$ cat src/rtl/fifo_rd_pkg.sv
// Shared types and sizing for the FIFO read engine and its skid buffer.
package fifo_rd_pkg;

  typedef enum logic [1:0] {IDLE, RUN, FLUSH} fifo_rd_state_t;

  localparam int unsigned BUF_DEPTH = 2;
  localparam int unsigned OCC_W     = 2;

  typedef logic [OCC_W-1:0] occ_t;

endpackage

$ cat src/rtl/fifo_rd_engine_if.sv
// FIFO read port (active-low rd_n, FWFT empty/dout) plus the outgoing valid/ready stream.
interface fifo_rd_engine_if #(
  parameter int unsigned WIDTH = 8
) ();

  logic             rd_n;
  logic             empty;
  logic [WIDTH-1:0] dout;
  logic             m_valid;
  logic [WIDTH-1:0] m_data;
  logic             m_ready;

  modport master (
    output rd_n,
    input  empty,
    input  dout,
    output m_valid,
    output m_data,
    input  m_ready
  );

  modport slave (
    input  rd_n,
    output empty,
    output dout,
    input  m_valid,
    input  m_data,
    output m_ready
  );

endinterface

$ cat src/rtl/fifo_rd_skid.sv
// Two-entry registered skid buffer; entry 0 is always the head so head_data is a flop output.
module fifo_rd_skid import fifo_rd_pkg::*; #(
  parameter int unsigned WIDTH = 8
) (
  input  logic             clk,
  input  logic             reset_n,
  input  logic             push,
  input  logic [WIDTH-1:0] push_data,
  input  logic             pop,
  input  logic             clear,
  output occ_t             occ,
  output logic             head_valid,
  output logic [WIDTH-1:0] head_data
);

  logic [WIDTH-1:0] mem_q [BUF_DEPTH];
  logic [WIDTH-1:0] mem_d [BUF_DEPTH];
  occ_t             occ_q, occ_d, wr_idx;
  logic             do_pop, do_push;

  always_comb begin
    mem_d   = mem_q;
    occ_d   = occ_q;
    do_pop  = pop && (occ_q != '0);
    do_push = push && ((occ_q < occ_t'(BUF_DEPTH)) || do_pop);
    wr_idx  = occ_q - occ_t'(do_pop);
    if (clear) begin
      occ_d = '0;
    end else begin
      if (do_pop) mem_d[0] = mem_q[1];
      if (do_push) begin
        if (wr_idx == '0) mem_d[0] = push_data;
        else              mem_d[1] = push_data;
      end
      occ_d = occ_q + occ_t'(do_push) - occ_t'(do_pop);
    end
  end

  always_ff @(posedge clk or negedge reset_n) begin
    if (!reset_n) begin
      mem_q <= '{default: '0};
      occ_q <= '0;
    end else begin
      mem_q <= mem_d;
      occ_q <= occ_d;
    end
  end

  assign occ        = occ_q;
  assign head_valid = (occ_q != '0);
  assign head_data  = mem_q[0];

endmodule

$ cat src/rtl/fifo_rd_engine.sv
// FIFO read-side master: IDLE/RUN/FLUSH control, rd_n generation, skid-buffered output stream.
// Optional statistics counters are built when FIFO_RD_STATS_EN is defined.
module fifo_rd_engine import fifo_rd_pkg::*; #(
  parameter int unsigned WIDTH = 8
`ifdef FIFO_RD_STATS_EN
  ,
  parameter int unsigned CNT_W = 16
`endif
) (
  input  logic                    clk,
  input  logic                    reset_n,
  fifo_rd_engine_if.master        bus,
  input  logic                    en,
  input  logic                    flush,
  output logic                    flush_done
`ifdef FIFO_RD_STATS_EN
  ,
  output logic [CNT_W-1:0]        rd_count,
  output logic [CNT_W-1:0]        flush_count
`endif
);

  fifo_rd_state_t   state_q;
  logic             flush_done_q;
  occ_t             occ;
  logic             head_valid;
  logic [WIDTH-1:0] head_data;
  logic             run_pop, flush_pop, buf_clear, xfer;

  // rd_n depends only on registered state/occupancy and the FIFO's registered empty.
  assign run_pop   = (state_q == RUN) && !bus.empty && (occ < occ_t'(BUF_DEPTH));
  assign flush_pop = (state_q == FLUSH) && !bus.empty;
  assign bus.rd_n  = !(run_pop || flush_pop);
  assign buf_clear = flush && (state_q != FLUSH);
  assign xfer      = head_valid && bus.m_ready;

  fifo_rd_skid #(
    .WIDTH (WIDTH)
  ) u_skid (
    .clk        (clk),
    .reset_n    (reset_n),
    .push       (run_pop),
    .push_data  (bus.dout),
    .pop        (xfer),
    .clear      (buf_clear),
    .occ        (occ),
    .head_valid (head_valid),
    .head_data  (head_data)
  );

  assign bus.m_valid = head_valid;
  assign bus.m_data  = head_data;
  assign flush_done  = flush_done_q;

  always_ff @(posedge clk or negedge reset_n) begin
    if (!reset_n) begin
      state_q      <= IDLE;
      flush_done_q <= 1'b0;
    end else begin
      flush_done_q <= 1'b0;
      unique case (state_q)
        IDLE: begin
          if (flush)   state_q <= FLUSH;
          else if (en) state_q <= RUN;
        end
        RUN: begin
          if (flush)    state_q <= FLUSH;
          else if (!en) state_q <= IDLE;
        end
        FLUSH: begin
          if (bus.empty) begin
            state_q      <= IDLE;
            flush_done_q <= 1'b1;
          end
        end
        default: state_q <= IDLE;
      endcase
    end
  end

`ifdef FIFO_RD_STATS_EN
  logic [CNT_W-1:0] rd_cnt_q, flush_cnt_q;

  always_ff @(posedge clk or negedge reset_n) begin
    if (!reset_n) begin
      rd_cnt_q    <= '0;
      flush_cnt_q <= '0;
    end else begin
      rd_cnt_q    <= rd_cnt_q + CNT_W'(run_pop);
      flush_cnt_q <= flush_cnt_q + CNT_W'(flush_pop);
    end
  end

  assign rd_count    = rd_cnt_q;
  assign flush_count = flush_cnt_q;
`endif

endmodule
$ cat src/flat_wrapper.sv
// flat-port wrapper written by rule: the top's interface ports become plain ports
module fifo_rd_engine_flat import fifo_rd_pkg::*;
#(
  parameter int unsigned WIDTH = 8

)
  (clk, reset_n, en, flush, flush_done, bus_rd_n, bus_empty, bus_dout, bus_m_valid, bus_m_data, bus_m_ready);
  fifo_rd_engine_if #(.WIDTH(WIDTH)) bus_i ();
  input  logic clk;
  input  logic reset_n;
  input  logic en;
  input  logic flush;
  output logic flush_done;
  output wire logic [$bits(bus_i.rd_n)-1:0] bus_rd_n;
  input wire logic [$bits(bus_i.empty)-1:0] bus_empty;
  input wire logic [$bits(bus_i.dout)-1:0] bus_dout;
  output wire logic [$bits(bus_i.m_valid)-1:0] bus_m_valid;
  output wire logic [$bits(bus_i.m_data)-1:0] bus_m_data;
  input wire logic [$bits(bus_i.m_ready)-1:0] bus_m_ready;
  assign bus_rd_n = bus_i.rd_n;
  assign bus_i.empty = bus_empty;
  assign bus_i.dout = bus_dout;
  assign bus_m_valid = bus_i.m_valid;
  assign bus_m_data = bus_i.m_data;
  assign bus_i.m_ready = bus_m_ready;
  fifo_rd_engine #(.WIDTH(WIDTH)) u_core (.clk(clk), .reset_n(reset_n), .bus(bus_i), .en(en), .flush(flush), .flush_done(flush_done));
endmodule
$ cat config.mk
export PLATFORM = sky130hd
export DESIGN_NAME = fifo_rd_engine_flat
export DESIGN_NICKNAME = d
export VERILOG_FILES = /design/src/rtl/fifo_rd_pkg.sv /design/src/rtl/fifo_rd_engine_if.sv /design/src/rtl/fifo_rd_skid.sv /design/src/rtl/fifo_rd_engine.sv /design/src/flat_wrapper.sv
export SDC_FILE = /design/constraint.sdc
export NUM_CORES = 1
export LEC_CHECK = 0
export ABC_AREA = 1
export ABC_CLOCK_PERIOD_IN_PS = 3900
export BUFFER_PORTS_ARGS = -buffer_cell sky130_fd_sc_hd__buf_2
export CAP_MARGIN = 20
export CORE_MARGIN = 4
export CORE_UTILIZATION = 28
export DETAILED_ROUTE_END_ITERATION = 10
export SYNTH_ARGS = -nofsm -noshare
export SYNTH_HDL_FRONTEND = slang
export SYNTH_SLANG_ARGS = --single-unit
$ cat constraint.sdc
create_clock -name clk -period 3.9 [get_ports clk]
set_input_delay 0.975 -clock clk [delete_from_list [all_inputs] [get_ports clk]]
set_output_delay 0.975 -clock clk [all_outputs]
set_load 0.02 [all_outputs]
# == Yosys cells after proc, flatten, opt, wreduce, memory -nomap -nowiden ==
# Cells that the tools add are included.
# totals
output_inout_bits,11
in_bits,14
wordCells,46
regBits,21
# classes
n_mux,13
addsub,3
n_reduce_logical,16
n_lt_le_gt_ge,1
n_eq_ne,6
bitwise,2
# ops
op,n
8-bit two-way mux,3
16-bit two-way mux,1
2-bit two-way mux,6
1-bit logical AND,7
3-bit inequality test (second input constant),2
2-bit one-hot mux with 3 select lines,1
3-bit AND reduction,2
2-bit zero test,2
2-bit inequality test (second input constant),2
2-bit by 1-bit subtractor with 2-bit output,2
2-bit by 1-bit adder with 2-bit output,1
2-bit by 1-bit equality test with 1-bit output (second input constant),1
2-bit equality test (second input constant),1
1-bit zero test,2
1-bit logical OR,2
2-bit less-than comparator (second input constant),1
1-bit two-way mux,2
1-bit inverter,2
2-bit nonzero test,1

# == Logic depth before layout (Yosys ltp) ==
# Gate-level depths: netlist of the first run.
# logic_depth
word_depth,8
mapped_depth,11
depth_no_buf,10

# == By module ==
# A second synthesis of the first run with hierarchy kept.
# hier_totals
cells_unflattened,164
hier_area_um2,1226.2
# by_module_without_submodules
mod,seq_area_each_um2,area_per_inst_um2,cells_per_inst,n_inst
fifo_rd_skid,450.4,1062.3,141,1
fifo_rd_engine,75.1,163.9,23,1

# == Worst setup path before layout of the first run ==
# OpenSTA, ideal clock, no wires.
# synth_path
path_type,input to output
startpoint,input bus_empty
endpoint,output bus_rd_n
t_arrival_ns,1.547
path_buffers,1
cell_stages,5
setup_slack_ns,1.378
cell_sequence,inv_1 -> nand2_1 -> nor2_2 -> buf_4 -> nor2_1
# synth_via
elab_chain_len,5
word_cells_on_any_way,6
cone_classes,reduce/logical: 6
# synth_rtl
element,line_no,source
"start, declared",flat_wrapper.sv:15,input wire logic [$bits(bus_i.empty)-1:0] bus_empty;
1-bit zero test *,"fifo_rd_engine.sv:31, fifo_rd_engine.sv:32",
1-bit logical AND (2 in series),fifo_rd_engine.sv:31,assign run_pop = (state_q == RUN) && !bus.empty && (occ < occ_t'(BUF_DEPTH));
1-bit logical OR *,fifo_rd_engine.sv:33,assign bus.rd_n = !(run_pop || flush_pop);
1-bit zero test *,fifo_rd_engine.sv:33,
"end, declared",flat_wrapper.sv:14,output wire logic [$bits(bus_i.rd_n)-1:0] bus_rd_n;
# Every way passes the cells marked *; elsewhere a longest branch is shown, timed or not.

# == Final worst setup path of the first run ==
# Ends and elaborated chain as after synthesis.

==> results of run 1 <==
## final cells by class
cell class	instances	area [sq um]
fill	458	2770
multi-input combinational	114	559
sequential	21	526
timing repair buffer	24	120
tap	50	62.6
clock buffer	3	41.3
inverter	9	33.8
clock inverter	1	5.00
## logic make-up (layout without fill, tap and decap cells)
| kind of cell | Yosys count | count (layout) | share of synthesized area (%) |
|---|---|---|---|
| buf+inv | 22 | 37 | 11.6 |
| fa+ha+maj | 2 | 2 | 2.04 |
| simple gates | 107 | 107 | 39.7 |
| xor+xnor | 2 | 2 | 1.43 |
| flops | 21 | 21 | 42.8 |
| compound gates | 3 | 3 | 2.45 |
## path summary, 6_finish.rpt
| kind | to | from | slack [ps] |
|---|---|---|---|
| min in group asynchronous | u_core.u_skid.head_data[6]$_DFFE_PN0N_ | reset_n | 660 |
| min reg2reg | u_core.u_skid.mem_q[0]$_DFFE_PN0P_ | u_core.u_skid.mem_q[0]$_DFFE_PN0P_ | 480 |
| min | u_core.u_skid.mem_q[0]$_DFFE_PN0P_ | u_core.u_skid.mem_q[0]$_DFFE_PN0P_ | 480 |
| max | bus_rd_n | bus_empty | 1120 |
| max reg2reg | u_core.u_skid.occ[1]$_DFF_PN0_ | u_core.state_q[1]$_DFFE_PN0P_ | 1910 |
| max in group asynchronous | u_core.u_skid.head_data[5]$_DFFE_PN0N_ | reset_n | 2920 |
## cells in the mapped netlist
| master | number |
|---|---|
| xnor2_1 | 1 |
| o31ai_1 | 1 |
| dfrtp_1 | 21 |
| or2_1 | 1 |
| nand3_4 | 1 |
| nand2_1 | 52 |
| ha_1 | 2 |
| xor2_1 | 1 |
| nor2_2 | 3 |
| inv_1 | 8 |
| inv_2 | 1 |
| buf_4 | 10 |
| nor2_1 | 21 |
| nand3_1 | 25 |
| nor2_4 | 2 |
| buf_6 | 3 |
| o22ai_1 | 1 |
| a21oi_4 | 1 |
| nand2_4 | 2 |
## worst max-delay path: cells and delay by family
kind	cells	cell delay, ps
simple gates	3	470
buf+inv	3	360
## sequential cells by signal, indices dropped and copies added (netlist names)
signal	cells
u_core.u_skid.occ	2
u_core.state_q	2
u_core.u_skid.head_data	8
u_core.u_skid.mem_q	8
u_core.flush_done	1
## routing by layer
metal / wire [microns] / vias up / track usage, %
li1: - / 519 / -
met1: 1190 / 429 / 13.3
met2: 1140 / 20 / 16.1
met3: 156 / 4 / 2.84
met4: 28 / 0 / 2.96
met5: 0 / - / 0
## through the flow
stage,instance area [sq um],worst slack (ps),instances
2_1_floorplan,1230,1380,157
3_3_place_gp,1300,1110,218
3_5_place_dp,1300,1120,218
4_1_cts,1350,1110,222
5_1_grt,1350,1010,222
6_report,1350,1120,222
## report_power, final
part           internal [uW]  switching [uW]
sequential               270            43.3
combinational           97.1             182
clock                   71.3            74.7
total                    438             300
==> out/results.ini, run 1 <==
[floorplanning]
die_w_microns = 74.2
core_area_sq_mm = 0.00412
start_util_pct = 29.8
die_h_microns = 74.2
rows = 23
ios = 25
die_area_sq_mm = 0.00551

[placed_design]
dp_hpwl_mm = 1.81
gp_congestion = 0.738
portBuffers = 24

[yosys]
yosys_warnings = 0
syn_area_sq_mm = 0.00123
synth-seq-cells = 21
synth.top_cells.by_area = dfrtp_1, nand2_1, nand3_1, nor2_1, buf_4
synthDistinctLibCells = 19
synth_top_area_share_pct = 42.8
synth_area_leader_cell = dfrtp_1
synthCells = 157
ys_seq_area_share_pct = 42.8
avgSynthCellArea_sq_um = 7.82
synth_nets = 173

[layout]
drive_above_1_share_pct = 22.1
layout_common_cells = nand2_1, nand3_1, buf_2
final_nets = 189
areaGrowthSynthToFinish_pct = 9.79
final_common_cell = nand2_1
final_util_pct = 32.7
antenna_cells = 0

[grt]
grt_first_pass_wirelength_mm = 4.25
antenna_found_initial = 0
grt_pass1_vias = 907
track_usage_pct = 10.1
grt-ovfl-total = 0
grt_max_degree = 22

[critical_path]
crit_path_top_delay_cell = nor2_2
r2r_cells = 9
cp.arrival_ps = 1800
cp-start-kind = input port
cp_max_fo = 11
critPathRequiredTime_ps = 2920
max_stage_delay_ps = 340
end_kind = output pin
cp_common_cell = buf_2
critical_path_class = input port to output pin
cp_cell_sequence = buf_2 > inv_1 > nand2_1 > nor2_2 > nor2_1 > buf_2

[cts]
clk_pin_slew_worst_paths_ps = 80
clock_latency_ps = 260
cts_setup_buffers = 0
clock_sinks = 21
cts.path.max_buffers = 2
hold_buffers = 0
cts.repair.resized = 0
cts_inserted_buffers = 3
htree_levels = 1
clock-root-buffer = clkbuf_8
cts_tree = yes

[route]
drc = 0
dr.pass1.iters = 4
drt-total-wl_mm = 2.51
num_vias = 972
vias_per_cell = 4.38
wl_per_cell_microns = 11.3
drtIter0Drc = 70
route.antenna.remaining_nets = 0

[hold_path]
min_path_type = flop to flop
holdPathStages = 2

[pwr]
p_leak_uw = 0.000751
power.density_mw_per_mm2 = 548
total_power_uw = 739
peakVddDrop_uv = 215

[sta]
skew_ps = 1.83
drv_slew = 0
max_slew_margin_pct = 67.8
setup_viol = 0
hold_violations = 0
fin_crit_sh_pct = 71.3
period_needed_ps = 2780
rsz0062_at_grt = no
worst_pin_slew_ps = 483
setup_tns_ps = 0
timing.fmax_mhz = 360
whs_ps = 476

[status]
outcome = finished clean

[job]
maxCapViolations = 0

Power figures use the tool's default switching activity.
==> inputs of run 2 (changes only) <==
ABC_CLOCK_PERIOD_IN_PS = 2600   (was 3900)
clock period = 2.6 ns   (was 3.9 ns; I/O delays follow)
==> run 2 against run 1 <==
Clock power rose by 45%. Worst setup slack got worse by 500 ps. Global-route usage rose by 0.20 points. Clock skew rose by 5.5 ps. Power rose by 49%. Die area did not move. Design area rose by 0.46%. Clock-buffer cell count rose by 1. Largest cell class unchanged.
==> out/results.ini, run 2 (synthesis results as in run 1) <==
[cts]
clock_latency_ps = 260  ; about the same
cts.repair.resized = 0  ; unchanged
clock-root-buffer = clkbuf_8
cts_setup_buffers = 0  ; unchanged
cts_tree = yes
clk_pin_slew_worst_paths_ps = 80  ; about the same
clock_sinks = 21  ; unchanged
cts_inserted_buffers = 3  ; unchanged
hold_buffers = 0  ; unchanged
htree_levels = 1  ; unchanged
cts.path.max_buffers = 2  ; unchanged

[layout]
multi_input_area_sq_um = 559  ; unchanged
final_nets = 190  ; +0.53%
fin_cells = 223  ; +0.45%
final_cell_area_sq_mm = 0.00135  ; +0.46%
final_util_pct = 32.9  ; +0.15 points
regArea_sq_um = 526  ; unchanged
areaGrowthSynthToFinish_pct = 10.3
antenna_cells = 0  ; unchanged
layout_common_cells = nand2_1, nand3_1, buf_2
fill_cells = 465  ; +1.5%
final_common_cell = nand2_1
drive_above_1_share_pct = 22.0  ; -0.13 points

[grt]
grt_first_pass_wirelength_mm = 4.39  ; +3.2%
grt_max_degree = 22  ; unchanged
grt-ovfl-total = 0  ; unchanged
antenna_found_initial = 0  ; unchanged
grt_pass1_vias = 967  ; +6.6%
track_usage_pct = 10.3  ; +0.20 points

[job]
maxCapViolations = 0  ; unchanged

[sta]
period_needed_ps = 1980
worst_pin_slew_ps = 492  ; +9.57 ps
setup_tns_ps = 0  ; unchanged
fin_crit_sh_pct = 76.3
drv_slew = 0  ; unchanged
timing.fmax_mhz = 504
hold_violations = 0  ; unchanged
rsz0062_at_grt = no
skew_ps = 7.33  ; +5.50 ps
setup_viol = 0  ; unchanged
max_slew_margin_pct = 67.1  ; -0.64 points

[critical_path]
critPathRequiredTime_ps = 1950  ; -970 ps
r2r_cells = 8  ; -1
cp_max_fo = 5  ; -6
startpoint = u_core.state_q[1]$_DFFE_PN0P_
cp_cell_sequence = nor2_4 > nand2_1 > nor2_2 > nor2_1 > buf_2
r2r-end = u_core.u_skid.occ[1]$_DFF_PN0_
end_kind = output pin
worst-r2r-setup-slack_ps = 760  ; -1150 ps
reg2reg_from = u_core.u_skid.occ[1]$_DFF_PN0_
critical_path_class = flop to output pin
crit_path_top_delay_cell = dfrtp_1
cp_top_family = flip-flops
cp.arrival_ps = 1330  ; -470 ps
cp-start-kind = flop
crit_buf_inv = 1  ; -2
max_stage_delay_ps = 480  ; +140 ps

[floorplanning]
die_area_sq_mm = 0.00551  ; unchanged
ios = 25  ; unchanged
start_util_pct = 29.8  ; unchanged
die_w_microns = 74.2  ; unchanged
rows = 23  ; unchanged
die_h_microns = 74.2  ; unchanged
core_area_sq_mm = 0.00412  ; unchanged

[placed_design]
portBuffers = 24  ; unchanged
dpl.cell_count = 219  ; +0.46%
gp_congestion = 0.739  ; +0.11%
placed_area_sq_mm = 0.00131  ; +0.58%
dp_hpwl_mm = 1.87  ; +3.5%

[route]
drc = 0  ; unchanged
route.antenna.remaining_nets = 0  ; unchanged
dr.pass1.iters = 3  ; -1
drt-total-wl_mm = 2.55  ; +1.5%
vias_per_cell = 4.32  ; -1.3%
num_vias = 964  ; -0.82%
drtIter0Drc = 40  ; -43%
wl_per_cell_microns = 11.4  ; +1.0%

[pwr]
p_leak_uw = 0.000753  ; +0.36%
power.density_mw_per_mm2 = 813  ; +48%
total_power_uw = 1100  ; +49%
peakVddDrop_uv = 368  ; +71%

[hold_path]
min_path_type = input port to asynchronous set/reset pin

[status]
outcome = finished clean

==> run 2: cell types whose count changed in the layout (fill, tap and decap cells not counted), sizes merged <==
cell	previous run	this run
buf	24	25
clkbuf	3	4
clkinv	1	0
==> run 2: power breakdown <==
group	leakage [uW]	total (uW)	internal (uW)	switching, uW
logic	0.000447	419	147	273
registers	0.000284	470	405	65.1
clock network	0.0000228	211	109	102
==> run 2: metrics by stage <==
step / hold WS (ps) / setup slack, ps
after detailed placement: 459 / 703
after global placement: 454 / 721
after global routing: 368 / 525
after floorplan: 354 / 728
after CTS: 362 / 600
final: 340 / 617
==> run 2: layer usage <==
metal	up-vias	share of wire (%)	GRT usage [%]
met4	0	0.63	2.37
met5	-	0	0
met1	429	45	12.5
li1	516	-	-
met2	17	48	18.2
met3	2	5.8	2.70
==> run 2: worst max-delay path by stage <==
stage | cells past startpoint | to
3_5_place_dp | 10 | u_core.u_skid.occ[1]$_DFF_PN0_
4_1_cts | 5 | bus_rd_n
3_3_place_gp | 6 | bus_rd_n
5_1_grt | 5 | bus_rd_n
2_1_floorplan | 5 | bus_rd_n
6_report | 5 | bus_rd_n
==> run 2: worst reg2reg max path, stage by stage (launching register included) <==
cell,delay (ps)
dfrtp_1,420
or2_1,390
nand2_4,180
inv_1,60
ha_1,260
inv_1,40
ha_1,170
xor2_1,140
nor2_1,50
==> run 2: final cells by class <==
type                    instances  share of cell area [%]
multi-input cells             114                    41.3
flip-flops and latches         21                    38.8
repair buffers                 25                    9.43
well taps                      50                    4.62
clock buffers                   4                    3.33
inverters                       9                    2.50
==> inputs of run 3 (changes only) <==
ABC_CLOCK_PERIOD_IN_PS = 1880   (was 2600)
clock period = 1.88 ns   (was 2.6 ns; I/O delays follow)
==> run 3 against run 2 <==
Sequential share of layout area down 0.46 points. Via count down 1.2%. Hold slack worse by 180 ps. Worst setup slack worse by 550 ps. Die area unchanged. First-iteration DRC count up 48%. Power up 42%.
==> out/results.ini, run 3 (synthesis results as in run 1) <==
[hold_path]
min_path_type = input port to asynchronous set/reset pin

[cts]
cts_inserted_buffers = 3  ; unchanged
cts.repair.resized = 0  ; unchanged
clock_sinks = 21  ; unchanged
clock_latency_ps = 260  ; about the same
cts.path.max_buffers = 2  ; unchanged
clk_pin_slew_worst_paths_ps = 80  ; about the same
htree_levels = 1  ; unchanged
cts_setup_buffers = 0  ; unchanged
cts_tree = yes
hold_buffers = 0  ; unchanged
clock-root-buffer = clkbuf_8

[route]
dr.pass1.iters = 4  ; +1
drc = 0  ; unchanged
route.antenna.remaining_nets = 0  ; unchanged
drt-total-wl_mm = 2.66  ; +4.3%
wl_per_cell_microns = 11.8  ; +3.3%
num_vias = 952  ; -1.2%
vias_per_cell = 4.23  ; -2.1%
drtIter0Drc = 59  ; +48%

[placed_design]
placed_area_sq_mm = 0.00132  ; +1.1%
gp_congestion = 0.728  ; -1.4%
portBuffers = 24  ; unchanged
dp_hpwl_mm = 1.85  ; -0.97%

[critical_path]
r2r_cells = 9  ; +1
end_kind = output pin
critical_path_class = flop to output pin
crit_end = bus_rd_n
cp_max_fo = 5  ; unchanged
reg2reg_from = u_core.state_q[1]$_DFFE_PN0P_
r2r-end = u_core.u_skid.occ[1]$_DFF_PN0_
cp.arrival_ps = 1340  ; about the same
critPathRequiredTime_ps = 1410  ; -540 ps
startpoint = u_core.state_q[1]$_DFFE_PN0P_
cp-start-kind = flop
worst-r2r-setup-slack_ps = 180  ; -580 ps

[layout]
areaGrowthSynthToFinish_pct = 11.6
antenna_cells = 0  ; unchanged
final_nets = 192  ; +1.1%
final_cell_area_sq_mm = 0.00137  ; +1.2%
regArea_sq_um = 526  ; unchanged
final_common_cell = nand2_1
fill_cells = 447  ; -3.9%
layout_common_cells = nand2_1, nand3_1, buf_2
drive_above_1_share_pct = 23.4  ; +1.5 points
multi_input_area_sq_um = 559  ; unchanged

[grt]
track_usage_pct = 10.4  ; +0.12 points
grt_max_degree = 22  ; unchanged
grt-ovfl-total = 0  ; unchanged
grt_first_pass_wirelength_mm = 4.35  ; -0.93%
antenna_found_initial = 0  ; unchanged
grt_pass1_vias = 910  ; -5.9%

[job]
maxCapViolations = 0  ; unchanged

[pwr]
peakVddDrop_uv = 355  ; -3.4%
p_leak_uw = 0.000766  ; +1.7%
power.density_mw_per_mm2 = 1140  ; +41%

[sta]
rsz0062_at_grt = no
worst_pin_slew_ps = 499  ; +6.64 ps
timing.fmax_mhz = 553
max_slew_margin_pct = 66.7  ; -0.44 points
setup_tns_ps = 0  ; unchanged
setup_viol = 0  ; unchanged
fin_crit_sh_pct = 96.2
skew_ps = 1.71  ; -5.62 ps
period_needed_ps = 1810
drv_slew = 0  ; unchanged
hold_violations = 0  ; unchanged

[floorplanning]
die_h_microns = 74.2  ; unchanged
die_w_microns = 74.2  ; unchanged
ios = 25  ; unchanged
die_area_sq_mm = 0.00551  ; unchanged
rows = 23  ; unchanged
core_area_sq_mm = 0.00412  ; unchanged
start_util_pct = 29.8  ; unchanged

[status]
outcome = finished clean

[run 3: routing by layer]
metal  vias to the layer above  part of all wire [%]  global-route usage [%]
met5                         -                     0                       0
met4                         0                   1.0                    4.15
met3                         4                   4.2                    2.16
met2                        16                    46                    15.9
met1                       411                    49                    14.3
li1                        521                     -                       -
[run 3: area by class of cell]
cell class,instances,area share (%)
multi-input cells,114,40.8
flip-flops and latches,21,38.4
repair buffers,27,10.4
well taps,50,4.57
clock buffers,3,3.01
inverters,9,2.47
clock inverters,1,0.365
[run 3: how the worst min path moves through the flow]
stage	endpoint	cells after the start	slack, ps	startpoint
final	u_core.u_skid.head_data[0]$_DFFE_PN0N_	1	160	reset_n
after CTS	u_core.u_skid.head_data[0]$_DFFE_PN0N_	1	180	reset_n
after global routing	u_core.u_skid.head_data[0]$_DFFE_PN0N_	1	190	reset_n
after floorplan	u_core.flush_done$_DFF_PN0_	0	170	reset_n
after global placement	u_core.u_skid.mem_q[1]$_DFFE_PN0P_	2	460	u_core.u_skid.mem_q[1]$_DFFE_PN0P_
after detailed placement	u_core.u_skid.mem_q[7]$_DFFE_PN0P_	2	460	u_core.u_skid.mem_q[7]$_DFFE_PN0P_
[run 3: power by group]
part	switching, uW	leakage, uW	internal, uW
Combinational	385	0.000457	222
Clock	163	0.0000255	148
Sequential	88.3	0.000284	559
[run 3: critical path, stage by stage (launching register included)]
cell	delay (ps)
dfrtp_1	470
nor2_4	180
nand2_1	80
nor2_2	120
nor2_1	70
buf_2	160
[run 3: per-stage QoR]
| step | std cells | hold slack [ps] | total power [uW] | util, % | worst slack (ps) |
|---|---|---|---|---|---|
| global placement | 221 | 455 | 1270 | 32.2 | 185 |
| detailed placement | 221 | 459 | 1280 | 32.2 | 170 |
| global route | 225 | 190 | 1690 | 33.3 | 0.320 |
| floorplan | 157 | 174 | 1190 | - | 162 |
| CTS | 225 | 182 | 1590 | 33.3 | 60.4 |
| finish | 225 | 156 | 1570 | 33.3 | 70.7 |
